==> config.mk <==
export PLATFORM = sky130hd
export DESIGN_NAME = rr_stream_mux
export DESIGN_NICKNAME = d
export VERILOG_FILES = /design/src/rtl/rr_stream_mux_pkg.sv /design/src/rtl/rr_stream_mux_arbiter.sv /design/src/rtl/rr_stream_mux.sv
export SDC_FILE = /design/constraint.sdc
export NUM_CORES = 1
export LEC_CHECK = 0
export ABC_CLOCK_PERIOD_IN_PS = 1200
export CAP_MARGIN = 20
export CORE_MARGIN = 4
export CORE_UTILIZATION = 36
export CTS_CLUSTER_DIAMETER = 80
export DETAILED_ROUTE_END_ITERATION = 8
export PLACE_DENSITY = 0.79
export RECOVER_POWER = 100
export SETUP_SLACK_MARGIN = 0.1
export SYNTH_ARGS = -nofsm -noshare
export SYNTH_HDL_FRONTEND = slang
export SYNTH_SLANG_ARGS = --single-unit
==> constraint.sdc <==
create_clock -name clk -period 1.2 [get_ports clk]
set_input_delay 0.24 -clock clk [delete_from_list [all_inputs] [get_ports clk]]
set_output_delay 0.24 -clock clk [all_outputs]
set_load 0.01 [all_outputs]
==> src/rtl/rr_stream_mux_pkg.sv <==
// rr_stream_mux_pkg -- arbitration mode encodings and select-width helper shared by the mux family.
// Rev 1.0
`default_nettype none

package rr_stream_mux_pkg;

  localparam int MUX_MODE_RR    = 0;
  localparam int MUX_MODE_FIXED = 1;

  // Index width for n channels, never below one bit so a 1-channel mux still has a port.
  function automatic int sel_width(input int n);
    int w;
    w = 1;
    while ((1 << w) < n) begin
      w = w + 1;
    end
    return w;
  endfunction

endpackage

`default_nettype wire

==> src/rtl/rr_stream_mux_arbiter.sv <==
// rr_arbiter -- one-hot round-robin / fixed-priority grant generator owning the rotation pointer.
// Rev 1.0
`default_nettype none

module rr_arbiter
  import rr_stream_mux_pkg::*;
#(
  parameter  int NUM_CH = 2,
  parameter  int MODE   = MUX_MODE_RR,
  localparam int SEL_W  = sel_width(NUM_CH)
) (
  input  logic              clk,
  input  logic              rst,
  input  logic [NUM_CH-1:0] req,
  input  logic              advance,
  output logic [NUM_CH-1:0] gnt,
  output logic [SEL_W-1:0]  gnt_idx
);

  logic [SEL_W-1:0] rr_ptr;
  logic [SEL_W-1:0] start;
  logic             found;
  int               idx;

  // Fixed priority is a round-robin search that always starts at channel 0.
  assign start = (MODE == MUX_MODE_RR) ? rr_ptr : '0;

  always_comb begin
    gnt     = '0;
    gnt_idx = '0;
    found   = 1'b0;
    idx     = 0;
    for (int off = 0; off < NUM_CH; off++) begin
      idx = int'(start) + off;
      if (idx >= NUM_CH) begin
        idx = idx - NUM_CH;
      end
      for (int i = 0; i < NUM_CH; i++) begin
        if (!found && (i == idx) && req[i]) begin
          found   = 1'b1;
          gnt[i]  = 1'b1;
          gnt_idx = SEL_W'(i);
        end
      end
    end
  end

  // Wrap against NUM_CH-1 so a non-power-of-two count never points past the last channel.
  always_ff @(posedge clk or posedge rst) begin
    if (rst) begin
      rr_ptr <= '0;
    end else if (advance && (MODE == MUX_MODE_RR)) begin
      rr_ptr <= (gnt_idx == SEL_W'(NUM_CH - 1)) ? '0 : gnt_idx + 1'b1;
    end
  end

endmodule

`default_nettype wire

==> src/rtl/rr_stream_mux.sv <==
// rr_stream_mux -- merges NUM_CH valid/ready streams into one registered stream, one cycle latency.
// Rev 1.0
`default_nettype none

module rr_stream_mux
  import rr_stream_mux_pkg::*;
#(
  parameter  int WIDTH  = 8,
  parameter  int NUM_CH = 2,
  parameter  int MODE   = MUX_MODE_RR,
  localparam int SEL_W  = sel_width(NUM_CH)
) (
  input  logic                    clk,
  input  logic                    rst,
  input  logic [NUM_CH-1:0]       in_valid,
  input  logic [NUM_CH*WIDTH-1:0] in_data,
  output logic [NUM_CH-1:0]       in_ready,
  output logic                    out_valid,
  input  logic                    out_ready,
  output logic [WIDTH-1:0]        out_data,
  output logic [SEL_W-1:0]        out_sel
);

  logic              load;
  logic              any_valid;
  logic              advance;
  logic [NUM_CH-1:0] gnt;
  logic [SEL_W-1:0]  gnt_idx;
  logic [WIDTH-1:0]  sel_data;

  assign load      = !out_valid || out_ready;
  assign any_valid = |in_valid;

  // Reset gates the handshake so no source sees an accept while the register is held clear.
  assign advance  = load && any_valid && !rst;
  assign in_ready = gnt & {NUM_CH{load && !rst}};

  rr_arbiter #(
    .NUM_CH (NUM_CH),
    .MODE   (MODE)
  ) u_arbiter (
    .clk     (clk),
    .rst     (rst),
    .req     (in_valid),
    .advance (advance),
    .gnt     (gnt),
    .gnt_idx (gnt_idx)
  );

  // Grant is one-hot, so a flat AND-OR select keeps the data path free of priority logic.
  always_comb begin
    sel_data = '0;
    for (int i = 0; i < NUM_CH; i++) begin
      sel_data = sel_data | (in_data[i*WIDTH +: WIDTH] & {WIDTH{gnt[i]}});
    end
  end

  always_ff @(posedge clk or posedge rst) begin
    if (rst) begin
      out_valid <= 1'b0;
      out_data  <= '0;
      out_sel   <= '0;
    end else if (load) begin
      out_valid <= any_valid;
      if (any_valid) begin
        out_data <= sel_data;
        out_sel  <= gnt_idx;
      end
    end
  end

endmodule

`default_nettype wire

==> run metrics <==
outcome=finished, violations left; violated checks=setup timing; CP peak stage delay=0.43 ns; synthesized flop and latch total=11; CTS H-tree depth=1; Worst-path clk slew=0.07 ns; worst hold path class=in2async; initial antenna violation count=0; Worst Reg-to-Reg Cells=5; power share of the clock group=between 20% and 30%; mapped cell area=574 µm²; layout cells sized above 1=44.4%; Sw Ratio=31.8%; switching pwr=0.386 mW; Area growth, synth to finish=90.4%; Syn Nets=just under 80; crit path capture type=output pin; CTS tree=built; worst slew pin tran=0.237 ns; first-pass GRT wire length=3080 µm; Top Layer Used=met4; Syn Area/Cell=9.90 µm²; Synth area leaders=dfrtp_1, a21oi_1, a32oi_1; synth warn=0; met2 WL post-DR=1100 µm; Crit Reg-Reg Endpoint=out_data[2]; asr flop ratio synth=100%; # fillers=122; ys flop type=dfrtp_1; max-slew headroom at the worst pin=84.2%; vias post-DR=roughly 670; Skew-Pair Late Insertion Delay=approximately 0.26 ns; P_leak=0.487 nW; final hold vios=0; io pins=33; fin cells=~120; Starting Density=a little under two fifths; max-cap check violation count=0; clock root buffer=clkbuf_4; core area=0.00151 mm²; routed wl met3=96 µm; Die ar.=0.00230 mm²; Remaining DRCs=0; Die X=47.9 µm; Post-DRT Antenna Nets=0; Reg2Reg Launch Point=u_arbiter.rr_ptr; Synth Instances=58; # diodes=0; Worst Setup Path Type=reg2out; Max Freq=0.720 GHz; Total Wirelength=2070 µm; WL per Instance=16.7 µm; post-placement cell area=998 µm²; Worst EP arrival=1.15 ns; Finished Core Util=72.6%; Worst Skew=about 0.005 ns; Seq pwr share=38.7%; most common library cells after synthesis=a21oi_1, dfrtp_1, a32oi_1; Yosys top cell area share=47.9%; global route overflow=0; Final Cell Area=roughly 0.0011 mm²; final setup fails=10; via density per instance=about 5.4; # rows=14; Initial DRT Pass Iterations=3; largest net degree at the start of global routing=13; Combinational Power Share=40.6%; Clock Tree Buf Depth=2; hpwl dp=about 1400 µm; fin crit share=116%; worst reg2reg setup slack=-0.10 ns; Setup WS post-layout=-0.189 ns; internal power=approximately 0.83 mW; critical-path cell list=a21boi_4, and3_4, buf_6; max-slew violation count=0; CTS sink cnt=11; worst endpoint required time=around 0.96 ns; pwr/cell area=1110 mW/mm²; Max FO, Critical Path=3; hold_ws=0.346 ns; minimum period implied by the final worst setup slack=roughly 1.4 ns; slowest stage cell, crit path=dfrtp_1; most common cell in the netlist=a21oi_1; met1 WL=840 µm; Routability Congestion=0.819; CTS Buf Count=3; startpoint types=flop; Max VDD drop=approximately 0.75 mV; Placed Cells=roughly 120; vias in the first global route=699; post-synthesis sequential area ratio=47.9%; Initial DRC Count=4; EDFF count, synth=0; die height=47.9 µm; PortBufs=32; GRT Overall Usage=slightly below 20%; cell taking the most area after synthesis=dfrtp_1; Layout Nets=130; Synth cell types=20; RSZ-0062 raised after global routing=true
==> worst max path at each step <==
stage	from	end	slack [ns]	depth (start not counted)
finish	u_arbiter.rr_ptr	in_ready[0]	-0.19	3
floorplan	out_valid	in_ready[1]	0.11	4
detailed placement	in_valid[1]	in_ready[0]	-0.68	4
CTS	u_arbiter.rr_ptr	in_ready[0]	-0.16	3
global route	u_arbiter.rr_ptr	in_ready[1]	-0.25	4
global placement	in_valid[1]	in_ready[0]	-0.69	4
==> layout by cell type (no fill, tap or decap), types with 3 or more instances in the layout <==
cell type	instances
a32oi_1	4
a21oi_1	13
dlygate4sd2_1	3
dfrtp_1	11
nand2_1	3
buf_6	8
buf_2	9
clkdlybuf4s50_1	17
a32oi_2	3
buf_4	13
clkbuf_4	3
==> registers in the layout, indices dropped and copies added, names as in the netlist <==
| register | count |
|---|---|
| out_data | 8 |
| out_valid | 1 |
| out_sel | 1 |
| u_arbiter.rr_ptr | 1 |
==> per-layer routing <==
metal | track usage [%] | vias to the layer above
met3 | 4.89 | 4
met5 | 0 | -
met1 | 23.0 | 325
met4 | 9.68 | 0
met2 | 33.0 | 19
li1 | - | 319
==> critical path, delay by kind of cell, from the launching register on <==
family                 cells  cell delay, ns
AO/OA/AOI/OAI              1            0.17
AND/OR/NAND/NOR            1            0.19
buffers and inverters      1            0.10
flip-flops                 1            0.43
==> cells by family after synthesis <==
group	count (synthesis)	synth area share, %
AOI/OAI and AO/OA	25	29.0
and+or+nand+nor	17	15.7
DFF	11	47.9
buffers and inverters	5	7.41
==> through the flow <==
step                TNS [ns]  power, mW  setup slack, ns
floorplan                  0      0.666            0.109
global placement       -5.66      0.913           -0.687
detailed placement     -5.90      0.922           -0.684
CTS                   -0.381       1.17           -0.159
global route           -1.57       1.30           -0.253
finish                 -1.05       1.21           -0.189
==> area by class of cell <==
class | count | area [µm²] | area share, %
inverters | 1 | 3.75 | 0.343
flip-flops and latches | 11 | 275 | 25.2
repair buffers | 50 | 429 | 39.2
multi-input cells | 42 | 339 | 31.0
well taps | 16 | 20.0 | 1.83
clock buffers | 4 | 26.3 | 2.40
==> power groups by stage <==
| stage | clock [mW] | sequential (mW) | combinational [mW] |
|---|---|---|---|
| 6_report | 0.250 | 0.470 | 0.493 |
| 5_1_grt | 0.284 | 0.479 | 0.536 |
| 4_1_cts | 0.259 | 0.466 | 0.442 |
| 3_5_place_dp | 0 | 0.475 | 0.447 |
| 3_3_place_gp | 0 | 0.474 | 0.439 |
| 2_1_floorplan | 0 | 0.501 | 0.165 |
==> timing repair <==
action                                  CTS  global route
endpoints found under the setup margin   23            13
hold buffers                              0             0
pin swaps                                 7            11
gates resized for setup                  67             7
setup buffers                             4             5
No activity file was read; power rests on OpenSTA's default activity.
